### config.mk
export PLATFORM = sky130hd
export DESIGN_NAME = reg_share_arbiter_flat
export DESIGN_NICKNAME = d
export VERILOG_FILES = /design/src/rtl/reg_share_pkg.sv /design/src/rtl/reg_share_arbiter_if.sv /design/src/rtl/reg_share_arbiter_rr_pick.sv /design/src/rtl/reg_share_arbiter.sv /design/src/flat_wrapper.sv
export SDC_FILE = /design/constraint.sdc
export NUM_CORES = 1
export LEC_CHECK = 0
export ABC_AREA = 1
export CORE_MARGIN = 2
export CORE_UTILIZATION = 46
export CTS_CLUSTER_DIAMETER = 40
export CTS_CLUSTER_SIZE = 14
export DETAILED_ROUTE_END_ITERATION = 10
export PLACE_DENSITY_LB_ADDON = 0.05
export SYNTH_ARGS = -nofsm -noshare
export SYNTH_HDL_FRONTEND = slang
export SYNTH_HIERARCHICAL = 1
export SYNTH_SLANG_ARGS = --single-unit
### constraint.sdc
create_clock -name clk -period 3.1 [get_ports clk]
set_clock_uncertainty 0.15 [all_clocks]
set_input_delay 0.93 -clock clk [delete_from_list [all_inputs] [get_ports clk]]
set_output_delay 0.93 -clock clk [all_outputs]
set_load 0.05 [all_outputs]
### src/rtl/reg_share_pkg.sv
// Shared types and defaults for the round-robin register-sharing arbiter.
package reg_share_pkg;

  localparam int N_REQ_DEF    = 4;
  localparam int DATA_W_DEF   = 3;
  localparam int MAX_HOLD_DEF = 8;
  localparam int MAX_REQ      = 8;

  typedef enum logic {
    IDLE = 1'b0,
    OWN  = 1'b1
  } state_t;

  function automatic logic [MAX_REQ-1:0] onehot(input int unsigned idx);
    return MAX_REQ'(1) << idx;
  endfunction

endpackage

### src/rtl/reg_share_arbiter_if.sv
// Requester-side bus of the shared register: requests, lock, write data and grant/ack/q status.
interface reg_share_arbiter_if #(
  parameter int N_REQ  = 4,
  parameter int DATA_W = 3
);
  logic [N_REQ-1:0]        req;
  logic [N_REQ-1:0]        lock;
  logic [N_REQ*DATA_W-1:0] wdata;
  logic [N_REQ-1:0]        gnt;
  logic [N_REQ-1:0]        ack;
  logic [DATA_W-1:0]       q;
  logic                    busy;

  modport master (output req, lock, wdata, input gnt, ack, q, busy);
  modport slave  (input req, lock, wdata, output gnt, ack, q, busy);
endinterface

### src/rtl/reg_share_arbiter_rr_pick.sv
// Combinational round-robin picker: first set request scanning from start_i upward, wrapping at N_REQ.
module rr_pick #(
  parameter int N_REQ = 4,
  parameter int IW    = $clog2(N_REQ)
) (
  input  logic [N_REQ-1:0] req_i,
  input  logic [IW-1:0]    start_i,
  output logic             valid_o,
  output logic [IW-1:0]    idx_o,
  output logic [N_REQ-1:0] onehot_o
);

  localparam logic [IW:0] N_EXT = (IW+1)'(N_REQ);

  logic [N_REQ-1:0] rot;
  logic [IW-1:0]    offset;
  logic [IW:0]      sum;

  // rot[k] is the request seen k positions after the start pointer
  for (genvar gi = 0; gi < N_REQ; gi++) begin : g_rot
    logic [IW:0] raw;
    logic [IW:0] wrapped;
    assign raw     = {1'b0, start_i} + (IW+1)'(gi);
    assign wrapped = (raw >= N_EXT) ? raw - N_EXT : raw;
    assign rot[gi] = req_i[wrapped[IW-1:0]];
  end

  always_comb begin
    offset = '0;
    for (int i = N_REQ - 1; i >= 0; i--) begin
      if (rot[i]) offset = IW'(i);
    end
  end

  assign sum     = {1'b0, start_i} + {1'b0, offset};
  assign idx_o   = (sum >= N_EXT) ? IW'(sum - N_EXT) : sum[IW-1:0];
  assign valid_o = |req_i;

  for (genvar gi = 0; gi < N_REQ; gi++) begin : g_oh
    assign onehot_o[gi] = valid_o && (idx_o == IW'(gi));
  end

endmodule

### src/rtl/reg_share_arbiter.sv
// Round-robin owner of one shared DATA_W-bit register; the granted requester writes it and gets a one-cycle ack.
module reg_share_arbiter
  import reg_share_pkg::*;
#(
  parameter int N_REQ    = N_REQ_DEF,
  parameter int DATA_W   = DATA_W_DEF,
  parameter int MAX_HOLD = MAX_HOLD_DEF
) (
  input logic                 clk,
  input logic                 resetn,
  reg_share_arbiter_if.slave  bus
);

  localparam int IW = $clog2(N_REQ);
  localparam int HW = $clog2(MAX_HOLD + 1);

  state_t             state_q;
  logic [N_REQ-1:0]   gnt_q;
  logic [N_REQ-1:0]   ack_q;
  logic [DATA_W-1:0]  data_q;
  logic               busy_q;
  logic [IW-1:0]      last_q;
  logic [HW-1:0]      hold_cnt_q;

  logic [IW-1:0]      start_d;
  logic               pick_valid;
  logic [IW-1:0]      pick_idx;
  logic [N_REQ-1:0]   pick_oh;
  logic [N_REQ-1:0]   owner_mask;
  logic               others_pending;
  logic               hold_sat;
  logic               keep_d;
  logic [DATA_W-1:0]  wslice [N_REQ];

  for (genvar gi = 0; gi < N_REQ; gi++) begin : g_slice
    assign wslice[gi] = bus.wdata[gi*DATA_W +: DATA_W];
  end

  // In OWN the last winner is the owner, so one pointer serves both IDLE and hand-off scans
  assign start_d = (last_q == IW'(N_REQ - 1)) ? '0 : last_q + 1'b1;

  rr_pick #(.N_REQ(N_REQ), .IW(IW)) u_pick (
    .req_i    (bus.req),
    .start_i  (start_d),
    .valid_o  (pick_valid),
    .idx_o    (pick_idx),
    .onehot_o (pick_oh)
  );

  assign owner_mask     = N_REQ'(onehot(32'(last_q)));
  assign others_pending = |(bus.req & ~owner_mask);
  assign hold_sat       = (hold_cnt_q >= HW'(MAX_HOLD));
  assign keep_d         = (|(bus.req & bus.lock & owner_mask)) && !(hold_sat && others_pending);

  always_ff @(posedge clk or negedge resetn) begin
    if (!resetn) begin
      state_q    <= IDLE;
      gnt_q      <= '0;
      ack_q      <= '0;
      data_q     <= '0;
      busy_q     <= 1'b0;
      hold_cnt_q <= '0;
      last_q     <= IW'(N_REQ - 1);
    end else begin
      case (state_q)
        IDLE: begin
          if (pick_valid) begin
            state_q    <= OWN;
            gnt_q      <= pick_oh;
            ack_q      <= pick_oh;
            data_q     <= wslice[pick_idx];
            busy_q     <= 1'b1;
            last_q     <= pick_idx;
            hold_cnt_q <= HW'(1);
          end else begin
            ack_q <= '0;
          end
        end
        OWN: begin
          if (keep_d) begin
            data_q <= wslice[last_q];
            ack_q  <= gnt_q;
            if (!hold_sat) hold_cnt_q <= hold_cnt_q + 1'b1;
          end else if (pick_valid) begin
            // Hand-off on the same edge: the scan starts past the owner, so it is considered last
            gnt_q      <= pick_oh;
            ack_q      <= pick_oh;
            data_q     <= wslice[pick_idx];
            last_q     <= pick_idx;
            hold_cnt_q <= HW'(1);
          end else begin
            state_q <= IDLE;
            gnt_q   <= '0;
            ack_q   <= '0;
            busy_q  <= 1'b0;
          end
        end
        default: state_q <= IDLE;
      endcase
    end
  end

  assign bus.gnt  = gnt_q;
  assign bus.ack  = ack_q;
  assign bus.q    = data_q;
  assign bus.busy = busy_q;

endmodule

### src/flat_wrapper.sv
// flat-port wrapper written by rule: the top's interface ports become plain ports
module reg_share_arbiter_flat import reg_share_pkg::*;
#(
  parameter int N_REQ    = N_REQ_DEF,
  parameter int DATA_W   = DATA_W_DEF,
  parameter int MAX_HOLD = MAX_HOLD_DEF
)
  (clk, resetn, bus_req, bus_lock, bus_wdata, bus_gnt, bus_ack, bus_q, bus_busy);
  reg_share_arbiter_if #(.N_REQ(N_REQ), .DATA_W(DATA_W)) bus_i ();
  input logic clk;
  input logic resetn;
  input wire logic [$bits(bus_i.req)-1:0] bus_req;
  input wire logic [$bits(bus_i.lock)-1:0] bus_lock;
  input wire logic [$bits(bus_i.wdata)-1:0] bus_wdata;
  output wire logic [$bits(bus_i.gnt)-1:0] bus_gnt;
  output wire logic [$bits(bus_i.ack)-1:0] bus_ack;
  output wire logic [$bits(bus_i.q)-1:0] bus_q;
  output wire logic [$bits(bus_i.busy)-1:0] bus_busy;
  assign bus_i.req = bus_req;
  assign bus_i.lock = bus_lock;
  assign bus_i.wdata = bus_wdata;
  assign bus_gnt = bus_i.gnt;
  assign bus_ack = bus_i.ack;
  assign bus_q = bus_i.q;
  assign bus_busy = bus_i.busy;
  reg_share_arbiter #(.N_REQ(N_REQ), .DATA_W(DATA_W), .MAX_HOLD(MAX_HOLD)) u_core (.clk(clk), .resetn(resetn), .bus(bus_i));
endmodule
Word-level counts from Yosys, hierarchy flattened
Index checks and enable logic that the tools add are counted.
{"block": "classes", "n_eq_ne": 8, "n_mux": 46, "add_sub_neg": 11, "reduce_logical": 12, "shifts": 1, "order_cmp": 12, "bitwise": 7}
{"cell": "$mux 2", "count": 12}
{"cell": "$mux 4", "count": 6}
{"cell": "$pmux 4 s2", "count": 3}
{"cell": "$ge 3x3->1 const B", "count": 6}
{"cell": "$mux 3", "count": 6}
{"cell": "$and 4x4->4", "count": 3}
{"cell": "$bmux 3 s2", "count": 2}
{"cell": "$lt 2x3->1 const B", "count": 4}
{"cell": "$reduce_or 4->1", "count": 3}
{"cell": "$sub 2x1->2 const B", "count": 5}
{"cell": "$mux 1", "count": 9}
{"cell": "$bmux 1 s2", "count": 4}
{"cell": "$add 2x2->3 const B", "count": 2}
{"cell": "$eq 2x2->1 const B", "count": 3}
{"cell": "$logic_and 1x1->1", "count": 6}
{"cell": "$ne 2x2->1 const B", "count": 3}
{"cell": "$not 2->3", "count": 2}
{"cell": "$pmux 3 s2", "count": 1}
{"cell": "$add 4x1->4 const B", "count": 1}
{"cell": "$ge 4x4->1 const B", "count": 1}
{"cell": "$not 4->4", "count": 1}
{"cell": "$pmux 1 s2", "count": 2}
{"cell": "$pmux 2 s2", "count": 1}
{"cell": "$shl 1x2->4 const A", "count": 1}
{"cell": "other kinds (10)", "count": 10}
{"block": "word_totals", "out_inout_bits": 12, "input_bits": 22, "regBits": 19, "word_cells": 104}

Longest topological paths before layout
{"block": "depth", "word_depth": 21, "ltp_mapped": 23, "ltp_nobuf": 22}

Modules after synthesis
Netlist, hierarchy kept.
{"mod": "reg_share_arbiter", "area_each_um2": 1257.5, "seq_area_each_um2": 478.0, "instances": 1, "cells_per_inst": 180}
{"mod": "rr_pick", "area_each_um2": 322.8, "seq_area_each_um2": 0.0, "instances": 1, "cells_per_inst": 62}

Worst setup path after synthesis
No wires, ideal clock.
{"block": "synth_timing", "path_type": "reg-to-reg", "startpoint": "reg u_core.last_q[0]", "endpoint": "reg u_core.data_q[2] (netlist: u_core/bus.q[2])", "setup_ns": 0.116, "n_path_buf": 1, "t_arrival_ns": 2.767, "required_ns": 2.834, "slack_ns": 0.066, "period_less_slack_ns": 3.034, "path_stages_with_launch": 24, "path_cell_list": "dfstp_2 > buf_2 > inv_1 > ha_1 > inv_2 > nand2_1 > nand2_2 > nand2_2 > nand2_2 > a31oi_1 > nor2_1 > ha_1 > xnor2_1 > inv_1 > nand2_4 > nand2_2 > inv_1 > nand3_1 > nand3_1 > nand2_1 > nand2_1 > nand2_1 > nand2_1 > nand2_1"}
{"block": "synth_via", "elab_chain_len": 21, "word_cells_on_any_way": 54, "classes_between": "add/sub: 10; order compare: 5; eq/ne: 1; shift: 1; mux: 27; bitwise: 5; reduce/logical: 5"}
{"item": "start, declared", "line": "reg_share_arbiter.sv:22", "source": "logic [IW-1:0] last_q;"}
{"item": "start signal, assigned", "line": "reg_share_arbiter.sv:63", "source": "last_q <= IW'(N_REQ - 1);"}
{"item": "start signal, assigned", "line": "reg_share_arbiter.sv:73", "source": "last_q <= pick_idx;"}
{"item": "start signal, assigned", "line": "reg_share_arbiter.sv:89", "source": "last_q <= pick_idx;"}
{"item": "$add 2x1->2 / $eq 2x2->1 (equally long branches)", "line": "reg_share_arbiter.sv:40", "source": "assign start_d = (last_q == IW'(N_REQ - 1)) ? '0 : last_q + 1'b1;"}
{"item": "$mux 2 *", "line": "reg_share_arbiter.sv:40"}
{"item": "net u_core.start_d[1]", "line": "reg_share_arbiter.sv:25", "source": "logic [IW-1:0] start_d;"}
{"item": "$add 2x2->3", "line": "reg_share_arbiter_rr_pick.sv:23", "source": "assign raw = {1'b0, start_i} + (IW+1)'(gi);"}
{"item": "$ge 3x3->1 / $sub 2x1->2 (equally long branches)", "line": "reg_share_arbiter_rr_pick.sv:24", "source": "assign wrapped = (raw >= N_EXT) ? raw - N_EXT : raw;"}
{"item": "$mux 2", "line": "reg_share_arbiter_rr_pick.sv:24"}
{"item": "$bmux 1 s2", "line": "reg_share_arbiter_rr_pick.sv:25", "source": "assign rot[gi] = req_i[wrapped[IW-1:0]];"}
{"item": "$mux 1 (not written as such)", "line": "reg_share_arbiter_rr_pick.sv:25"}
{"item": "[... 6 more ...]"}
{"item": "$mux 2 *", "line": "reg_share_arbiter_rr_pick.sv:36", "source": "assign idx_o = (sum >= N_EXT) ? IW'(sum - N_EXT) : sum[IW-1:0];"}
{"item": "net u_core.pick_idx[1]", "line": "reg_share_arbiter.sv:27", "source": "logic [IW-1:0] pick_idx;"}
{"item": "$not 2->3 (not written as such) *", "line": "reg_share_arbiter.sv:71, reg_share_arbiter.sv:88"}
{"item": "$bmux 3 s2 *", "line": "reg_share_arbiter.sv:71, reg_share_arbiter.sv:88"}
{"item": "$mux 3 (not written as such) * (2 in a row)", "line": "reg_share_arbiter.sv:71, reg_share_arbiter.sv:88"}
{"item": "$mux 3 *", "line": "reg_share_arbiter.sv:67, reg_share_arbiter.sv:84"}
{"item": "$mux 3", "line": "reg_share_arbiter.sv:80", "source": "if (keep_d) begin"}
{"item": "$pmux 3 s2 *", "line": "reg_share_arbiter.sv:65", "source": "case (state_q)"}
{"item": "end signal, assigned", "line": "reg_share_arbiter.sv:71", "source": "data_q <= wslice[pick_idx];"}
{"item": "end signal, assigned", "line": "reg_share_arbiter.sv:81", "source": "data_q <= wslice[last_q];"}
{"item": "end signal, assigned", "line": "reg_share_arbiter.sv:88", "source": "data_q <= wslice[pick_idx];"}
{"item": "end, declared", "line": "reg_share_arbiter.sv:20", "source": "logic [DATA_W-1:0] data_q;"}
The timed path passes the listed nets; every way through them passes the cells marked *. The select of a mux whose other input is x is not followed.
A chain may end at the register's enable or synchronous reset.

Worst setup path after layout
{"block": "layout_timing", "startpoint": "reg u_core.last_q[1]", "endpoint": "reg u_core.data_q[1] (netlist: u_core/bus.q[1])"}
{"block": "layout_via", "elab_chain_len": 21, "word_cells_on_any_way": 54, "classes_between": "add/sub: 10; order compare: 5; eq/ne: 1; shift: 1; mux: 27; bitwise: 5; reduce/logical: 5"}
{"item": "$eq 2x2->1 *", "line": "reg_share_arbiter.sv:40"}
{"item": "$mux 2 *", "line": "reg_share_arbiter.sv:40"}
{"item": "net u_core.start_d[0]", "line": "reg_share_arbiter.sv:25"}
{"item": "$add 2x2->3", "line": "reg_share_arbiter_rr_pick.sv:23"}
{"item": "$ge 3x3->1 / $sub 2x1->2 (equally long branches)", "line": "reg_share_arbiter_rr_pick.sv:24"}
{"item": "$mux 2", "line": "reg_share_arbiter_rr_pick.sv:24"}
{"item": "$bmux 1 s2", "line": "reg_share_arbiter_rr_pick.sv:25"}
{"item": "$mux 1 (not written as such)", "line": "reg_share_arbiter_rr_pick.sv:25"}
{"item": "[... 6 more ...]"}
{"item": "$mux 2 *", "line": "reg_share_arbiter_rr_pick.sv:36"}
{"item": "net u_core.pick_idx[1]", "line": "reg_share_arbiter.sv:27"}
{"item": "$not 2->3 (not written as such) *", "line": "reg_share_arbiter.sv:71, reg_share_arbiter.sv:88"}
{"item": "$bmux 3 s2 *", "line": "reg_share_arbiter.sv:71, reg_share_arbiter.sv:88"}
{"item": "$mux 3 (not written as such) * (2 in a row)", "line": "reg_share_arbiter.sv:71, reg_share_arbiter.sv:88"}
{"item": "$mux 3 *", "line": "reg_share_arbiter.sv:67, reg_share_arbiter.sv:84"}
{"item": "$mux 3", "line": "reg_share_arbiter.sv:80"}
{"item": "$pmux 3 s2 *", "line": "reg_share_arbiter.sv:65"}
Marked as above.

==> impl_metrics.tcl <==
set metrics [dict create \
    status "completed" \
    drive_gt1_frac 0.237 \
    slowest_stage "dfstp_2" \
    setup_tns_ns 0 \
    ff2ff_setup_slack_ns 0.18 \
    crit_path_frequent_cell "nand2_1" \
    ys_warn_count 6 \
    io_buffers 33 \
    drt_iter0_drc 106 \
    cts_buffer_depth 2 \
    clkSinkCount 19 \
    grt_pass1_wl_um 6500 \
    cts_buffers 3 \
    critical_path.max_stage_delay_ns 0.62 \
    ys_ff_latch 19 \
    synth_commonest_cells "99 x nand2_1, 27 x nand3_1, 24 x inv_1" \
    die_height_um 62.6 \
    path_cells "ha_4 -> nor2_2 -> buf_6 -> nand2_1 -> nand2_1 -> nand2_1 -> nand2_1 -> a31oi_1 -> nor2_1 -> ha_2 -> xnor2_2 -> inv_2 -> nand2_4 -> nand2_4 -> buf_4 -> nand3_1 -> nand3_2 -> nand2_2 -> nand2_1 -> nand2_1 -> nand2_1 -> nand2_1" \
    synth_area_leaders "dfrtp_1 27%, nand2_1 24%, nand3_1 8.6%, inv_1 5.7%, ha_1 5.5%" \
    crit_type "register to register" \
    clk_latency_ns 0.30 \
    die_x_um 62.6 \
    gp_congestion 0.877 \
    final_util 0.676 \
    drc 0 \
    hold_viol 0 \
    place_inst 339 \
    syn_area_sq_mm 0.00158 \
    pin_count 34 \
    worstPathArrival_ns 3.01 \
    synth_flop_cell "dfrtp_1" \
    path_max_fanout 5 \
    antenna_found_initial 0 \
    clk_pin_slew_ns 0.11 \
    hold_buffers 0 \
    dpl.hpwl_um 2830 \
    rows 21 \
    drv_slew 0 \
    fin_crit_sh 0.941 \
    cts_root_buffer "clkbuf_4" \
    htreeDepth 1 \
    cp-end-kind "register" \
    syn_to_final_growth_pct 41.7 \
    setup-violations-final 0 \
    yosysTopAreaCellShare 0.269 \
    core_area_sq_mm 0.00331 \
    vias 1701 \
    critPathLaunch "u_core/last_q[1]" \
    grt_start_max_net_pins 20 \
    postSynthCellCount 242 \
    synth-edff-count 0 \
    min_period_ns 2.92 \
    yosysSeqAreaShare 0.302 \
    hold_class "register to register" \
    syn_area_per_cell_sq_um 6.53 \
    wire_per_inst_um 10.8 \
    postRouteAntennaNets 0 \
    slew_headroom 0.668 \
    clock.fmax_ghz 0.343 \
    hp-start "u_core/hold_cnt_q[2]" \
    maxCapViolations 0 \
    async_flop_share 1.00 \
    cts_tree "done" \
    syn-num-nets 271 \
    initial_core_util 0.477 \
    r2r-start "u_core/last_q[1]" \
    dieArea_sq_mm 0.00392 \
    n_antenna_cell 0 \
    drt_wl_total_um 3790 \
    grtUsageTotal 0.201 \
    layout.nets 334 \
    yosys.area.top_type "dfrtp_1" \
    grt_pass1_vias 1515 \
    instances_no_fill 350 \
    ys_types 29 \
    overflow 0 \
    required_ns 3.19 \
    vias_per_cell 4.86 \
    first_pass_iters 4 \
    yosys.cell_count.top_type "nand2_1" \
    worstSetupStartpointType "register" \
    worst_pin_slew_ns 0.497 \
]
==> worst max-delay path: cells and delay by family, from the launching register on <==
| kind | cells | cell delay, ns |
|---|---|---|
| simple gates | 15 | 1.04 |
| xor+xnor | 1 | 0.19 |
| fa+ha+maj | 2 | 0.35 |
| compound gates | 1 | 0.16 |
| buf+inv | 3 | 0.35 |
| flops | 1 | 0.62 |
==> state kept, by name (all words and copies together), names as in the netlist <==
signal	count
u_core/bus.q	3
u_core/state_q	1
u_core/bus.busy	1
u_core/hold_cnt_q	4
u_core/last_q	2
u_core/bus.gnt	4
u_core/bus.ack	4
==> path summary, 6_finish.rpt <==
| kind | cells past startpoint | to |
|---|---|---|
| max in group asynchronous | 2 | u_core/last_q[0] |
| min | 2 | u_core/hold_cnt_q[2] |
| max reg2reg | 22 | u_core/bus.q[1] |
| max | 22 | u_core/bus.q[1] |
| min in group asynchronous | 2 | u_core/bus.ack[3] |
| min reg2reg | 2 | u_core/hold_cnt_q[2] |
==> final cells by class <==
class / count / area [sq um]
Timing Repair Buffer: 62 / 548
Sequential cell: 19 / 478
Clock inverter: 1 / 5.00
Fill cell: 320 / 1070
Inverter: 28 / 116
Tap cell: 46 / 57.6
Multi-Input combinational cell: 191 / 1010
Clock buffer: 3 / 22.5
==> metal layers <==
metal,global-route usage,vias up,share of wire
met5,0,-,0
met4,0.0333,0,0.0026
met3,0.0342,2,0.034
met2,0.347,32,0.51
met1,0.267,781,0.45
li1,-,886,-
==> cells in the final DEF, fill, tap and decap left out, drive strengths merged, types with 4 or more instances in the layout <==
cell type | netlist | layout
o21ai | 12 | 12
dfrtp | 17 | 17
nor2 | 16 | 16
buf | 4 | 29
clkdlybuf4s50 | 0 | 29
nand2 | 114 | 114
ha | 7 | 7
inv | 27 | 27
dlygate4sd2 | 0 | 4
nand3 | 29 | 29
==> per-stage QoR <==
| stage | setup slack (ns) | area (sq um) | hold WS, ns |
|---|---|---|---|
| after floorplan | 0.0661 | 1580 | 0.320 |
| after global placement | -0.321 | 2100 | 0.350 |
| final | 0.182 | 2240 | 0.377 |
| after CTS | 0.0337 | 2130 | 0.380 |
| after detailed placement | -0.429 | 2100 | 0.352 |
| after global routing | -0.0155 | 2240 | 0.399 |
==> logic make-up after synthesis <==
group,share of synthesized area
AND/OR/NAND/NOR,0.470
buffers and inverters,0.0903
AO/OA/AOI/OAI,0.0705
flip-flops,0.302
adder cells (fa/ha/maj),0.0554
XOR/XNOR,0.0111
==> timing repair <==
item | in CTS | in global routing
gates cloned | 0 | 1
resized for setup | 7 | 15
buffers inserted | 0 | 6
pin swaps | 2 | 9
endpoints found under the setup margin | 3 | 6
Power is not shown: default switching activity piles up to over one toggle a cycle in this logic, so the estimate is an artifact.
==> edit 1: new RTL, same settings <==
The package constant `N_REQ_DEF` goes from 4 to 8.
--- a/src/rtl/reg_share_pkg.sv
+++ b/src/rtl/reg_share_pkg.sv
@@ -1,7 +1,7 @@
 // Shared types and defaults for the round-robin register-sharing arbiter.
 package reg_share_pkg;
 
-  localparam int N_REQ_DEF    = 4;
+  localparam int N_REQ_DEF    = 8;
   localparam int DATA_W_DEF   = 3;
   localparam int MAX_HOLD_DEF = 8;
   localparam int MAX_REQ      = 8;
Ports: changed (5 resized); port bits go from 34 to 62. No check against the original RTL was run, so the function may have changed too.
==> edit 1 against the original RTL <==
The flow now finishes with violations (setup timing); cell area up 73%; setup slack worse by 1.0 ns; sequential cell count up 9; wire length up 100%; synthesized area up 59%; critical path type unchanged; critical endpoint is now u_core/bus.q[0].
Power is not shown: default switching activity piles up to over one toggle a cycle in this logic, so the estimate is an artifact.
==> edit 1: results (changes against the original RTL) <==
sequential share of the synthesized area=28.1% (-2.2 points); placed insts=563 (+66%); post-synthesis compound-gate area fraction=11.8% (+4.8 points); Non-clock inverters=43 (+54%); setup ws final=-0.859 ns (-1.04 ns); clk_lat worst skew=0.28 ns (-0.02 ns); IO Port Bufs=61 (+85%); multi-input combinational area share=45.9% (+0.69 points); Synth Net Count=453 (+67%); Final non-clock buffer share=27.0% (+2.5 points); placed instance area=3550 µm² (+69%); Commonest cells post-synth=nand2_1 (138), nand3_1 (59), inv_1 (40); status=complete, but fails checks; launch point of the critical path=u_core/last_q[0]; xor/xnor share of the synthesized area=1.35% (+0.24 points); pre-CTS setup slack=-0.966 ns (-0.537 ns); Setup Buffers After CTS=4 (+4); P&R area growth vs syn=54.5%; final setup fails=21 (+21); HPWL Detailed=5.62 mm (+98%); syn_area_per_cell=6.28 µm² (-3.8%); largest net degree at the start of global routing=29 (+45%); Synth Area in Adders=6.29% (+0.75 points); Starting DRT DRC Count=133 (+25%); Max transition margin=65.1% (-1.7 points); first-pass GRT wire length=12.3 mm (+90%); setup tns final=-14.62 ns (-14.62 ns); vias in the first global route=2818 (+86%); GRT Total Usage=24.9% (+4.8 points); clk tree area frac=1.84% (+0.61 points); Initial Util=48.5% (+0.74 points); Core ar.=5170 µm² (+56%); share of cells above drive strength 1=25.0% (+1.3 points); GP Congestion=0.898 (+2.3%); failing checks=setup timing; max incr delay on CP=0.60 ns (-0.02 ns); CTS resizes=29 (+22); Root Buffer=clkbuf_8; hold_sp=u_core/bus.busy; final std cells w/o fill=574 (+64%); Synth area leaders=dfrtp_1 (25%), nand2_1 (21%), nand3_1 (12%)
==> edit 1: cell count changes after synthesis, sizes merged, moves of 14 or more <==
| cell | change |
|---|---|
| a21oi | +14 |
| inv | +16 |
| nand2 | +29 |
| nand3 | +32 |
| nor2 | +16 |
| o21ai | +19 |
==> edit 1: worst paths after layout <==
check	to	slack, ns	depth (start not counted)
worst min register to register	u_core/bus.busy	0.36	2
min in group asynchronous	u_core/bus.gnt[1]	0.88	2
worst max register to register	u_core/bus.q[0]	-0.86	30
worst max-delay path	u_core/bus.q[0]	-0.86	30
max in group asynchronous	u_core/last_q[1]	1.61	2
worst min-delay path	u_core/bus.busy	0.36	2
==> edit 1: layer usage <==
metal  wire length (µm)  share of wire [%]  GRT usage, %
met5                  0                  0             0
met4                200                2.6          6.96
met3                338                4.4          2.79
met2               3990                 52          47.2
met1               3120                 41          29.1
==> edit 2: new RTL, same flow settings <==
Made on the original files. Reset style: synchronous (`resetn`), changed in one clocked block.
--- a/src/rtl/reg_share_arbiter.sv
+++ b/src/rtl/reg_share_arbiter.sv
@@ -52,7 +52,7 @@
   assign hold_sat       = (hold_cnt_q >= HW'(MAX_HOLD));
   assign keep_d         = (|(bus.req & bus.lock & owner_mask)) && !(hold_sat && others_pending);
 
-  always_ff @(posedge clk or negedge resetn) begin
+  always_ff @(posedge clk) begin
     if (!resetn) begin
       state_q    <= IDLE;
       gnt_q      <= '0;
Formal check against the unedited RTL: differs if resetn is asserted again (counterexample within 4 cycles, from zero or initial values and one cycle with resetn low); with resetn held inactive, the same outputs for 10 cycles.
==> edit 2 against the original RTL <==
Cell area shrank 9.1%; synthesized area shrank 8.5%; wire length shrank 7.0%; setup slack gained 0.020 ns; critical path depth shrank 3; die area shrank 7.9%; non-clock buffer count shrank 6; sequential cell count is the same.
==> edit 2: results (changes against the original RTL) <==
Worst VDD drop=~0.00065 V; share of cells above drive strength 1=19.9% (-3.8 points); worst-margin pin slew=0.504 ns (+0.00779 ns); status=complete, no violations; ANT cells=0 (unchanged); Pins Over Slew Limit=0 (unchanged); routed vias/inst=4.88 (+0.48%); Hold Crit Class=reg -> reg; clock-pin slew on the worst setup and hold paths=0.10 ns; Setup Buffers After CTS=0 (unchanged); clk_lat worst skew=0.29 ns; vias in the first global route=1384 (-8.6%); CTS Buf Count=3 (unchanged); Synth Net Count=256 (-5.5%); Yosys warning total=6 (unchanged); Root Buffer=clkbuf_4; post-synth cell types=28 (-3.4%); drt first pass iters=7 (+3); GP Congestion=0.819 (-6.7%); initial antenna violation count=0 (unchanged); fraction of registers with async set/reset=0% (-100 points); CP arrival=2.95 ns (-0.06 ns); crit path max fanout=7 (+2); sequential share of the synthesized area=26.3% (-3.9 points); IO Port Bufs=33 (unchanged); GRT Total Usage=20.6% (+0.53 points); Starting DRT DRC Count=125 (+18%); largest net degree at the start of global routing=12 (-40%); first-pass GRT wire length=5.80 mm (-11%); P_leak=between 1 and 1.5 nW; Clock Tree Buf Depth=2 (unchanged); NumNets Final=312 (-6.6%); H-tree depth=1 (unchanged); Commonest cells post-synth=nand2_1 (67), inv_1 (23), nand3_1 (23); WL final=3.52 mm (-7.0%); HPWL Detailed=2.74 mm (-3.5%); main flop type after synthesis=dfxtp_1; Synth area leaders=dfxtp_1 (26%), nand2_1 (17%), nand3_1 (8.0%); placed instance area=1970 µm² (-6.4%)
edit 2: final cells by class:
| class | count | area, µm² |
|---|---|---|
| inverters | 27 | 114 |
| repair buffers | 56 | 513 |
| clock buffers | 3 | 22.5 |
| multi-input cells | 176 | 945 |
| clock inverters | 1 | 5.00 |
| fillers | 292 | 992 |
| flip-flops and latches | 19 | 382 |
| well taps | 44 | 55.1 |
edit 2: report_power, final:
group	internal (mW)	switching (mW)	total, mW	leakage, nW
logic	0.847	1.09	1.94	0.826
registers	0.312	0.0459	0.358	0.157
clock network	0.0480	0.0737	0.122	0.0177
total	1.21	1.21	2.42	1.00
edit 2: final timing paths:
path                startpoint                 to  slack [ns]  cells past startpoint
min          u_core/bus.gnt[1]  u_core/bus.gnt[1]        0.34                      2
min reg2reg  u_core/bus.gnt[1]  u_core/bus.gnt[1]        0.34                      2
max           u_core/last_q[0]    u_core/bus.q[0]        0.20                     19
max reg2reg   u_core/last_q[0]    u_core/bus.q[0]        0.20                     19
edit 2: timing repair:
action                                  4_1_cts  5_1_grt
gates resized for setup                       0       14
hold buffers                                  0        0
endpoints found under the hold margin         0        0
endpoints found under the setup margin        0        9
edit 2: worst max-delay path: stages (launching register included):
cell and delay [ns]:
dfxtp_1 0.43, inv_1 0.08, ha_1 0.44, inv_2 0.10, nand2_1 0.08, nand2_2 0.06, nand2_2 0.05, nand2_2 0.05
a31oi_1 0.14, nor2_1 0.06, ha_2 0.18, xnor2_2 0.21, nand3_2 0.13, nand2_4 0.12, nand2_1 0.08, a21oi_2 0.11
a21oi_1 0.05, nand3b_1 0.15, nand3_1 0.08, nor2_1 0.04
edit 2: cell families (layout without fill, tap and decap cells):
logic type	Yosys count	after routing	share of synthesized area, %
AOI/OAI and AO/OA	36	36	14.2
adders and majority gates	7	7	6.06
buffers and inverters	32	87	10.3
and+or+nand+nor	130	130	41.3
xor gates and xnor gates	3	3	1.82
DFF	19	19	26.3
edit 2: layer usage:
metal | part of all wire, % | GRT usage (%)
met1 | 50 | 28.6
met2 | 45 | 32.6
met3 | 4.1 | 3.03
met4 | 0.88 | 6.67
met5 | 0 | 0
edit 2: metrics by stage:
stage / total power, mW / setup WS, ns / std cells / TNS (ns)
2_1_floorplan: 1.62 / 0.283 / 227 / 0
3_3_place_gp: 2.19 / -0.271 / 322 / -2.05
3_5_place_dp: 2.20 / -0.317 / 322 / -2.62
4_1_cts: 2.34 / 0.00237 / 326 / 0
5_1_grt: 2.65 / 0.0206 / 326 / 0
6_report: 2.42 / 0.201 / 326 / 0
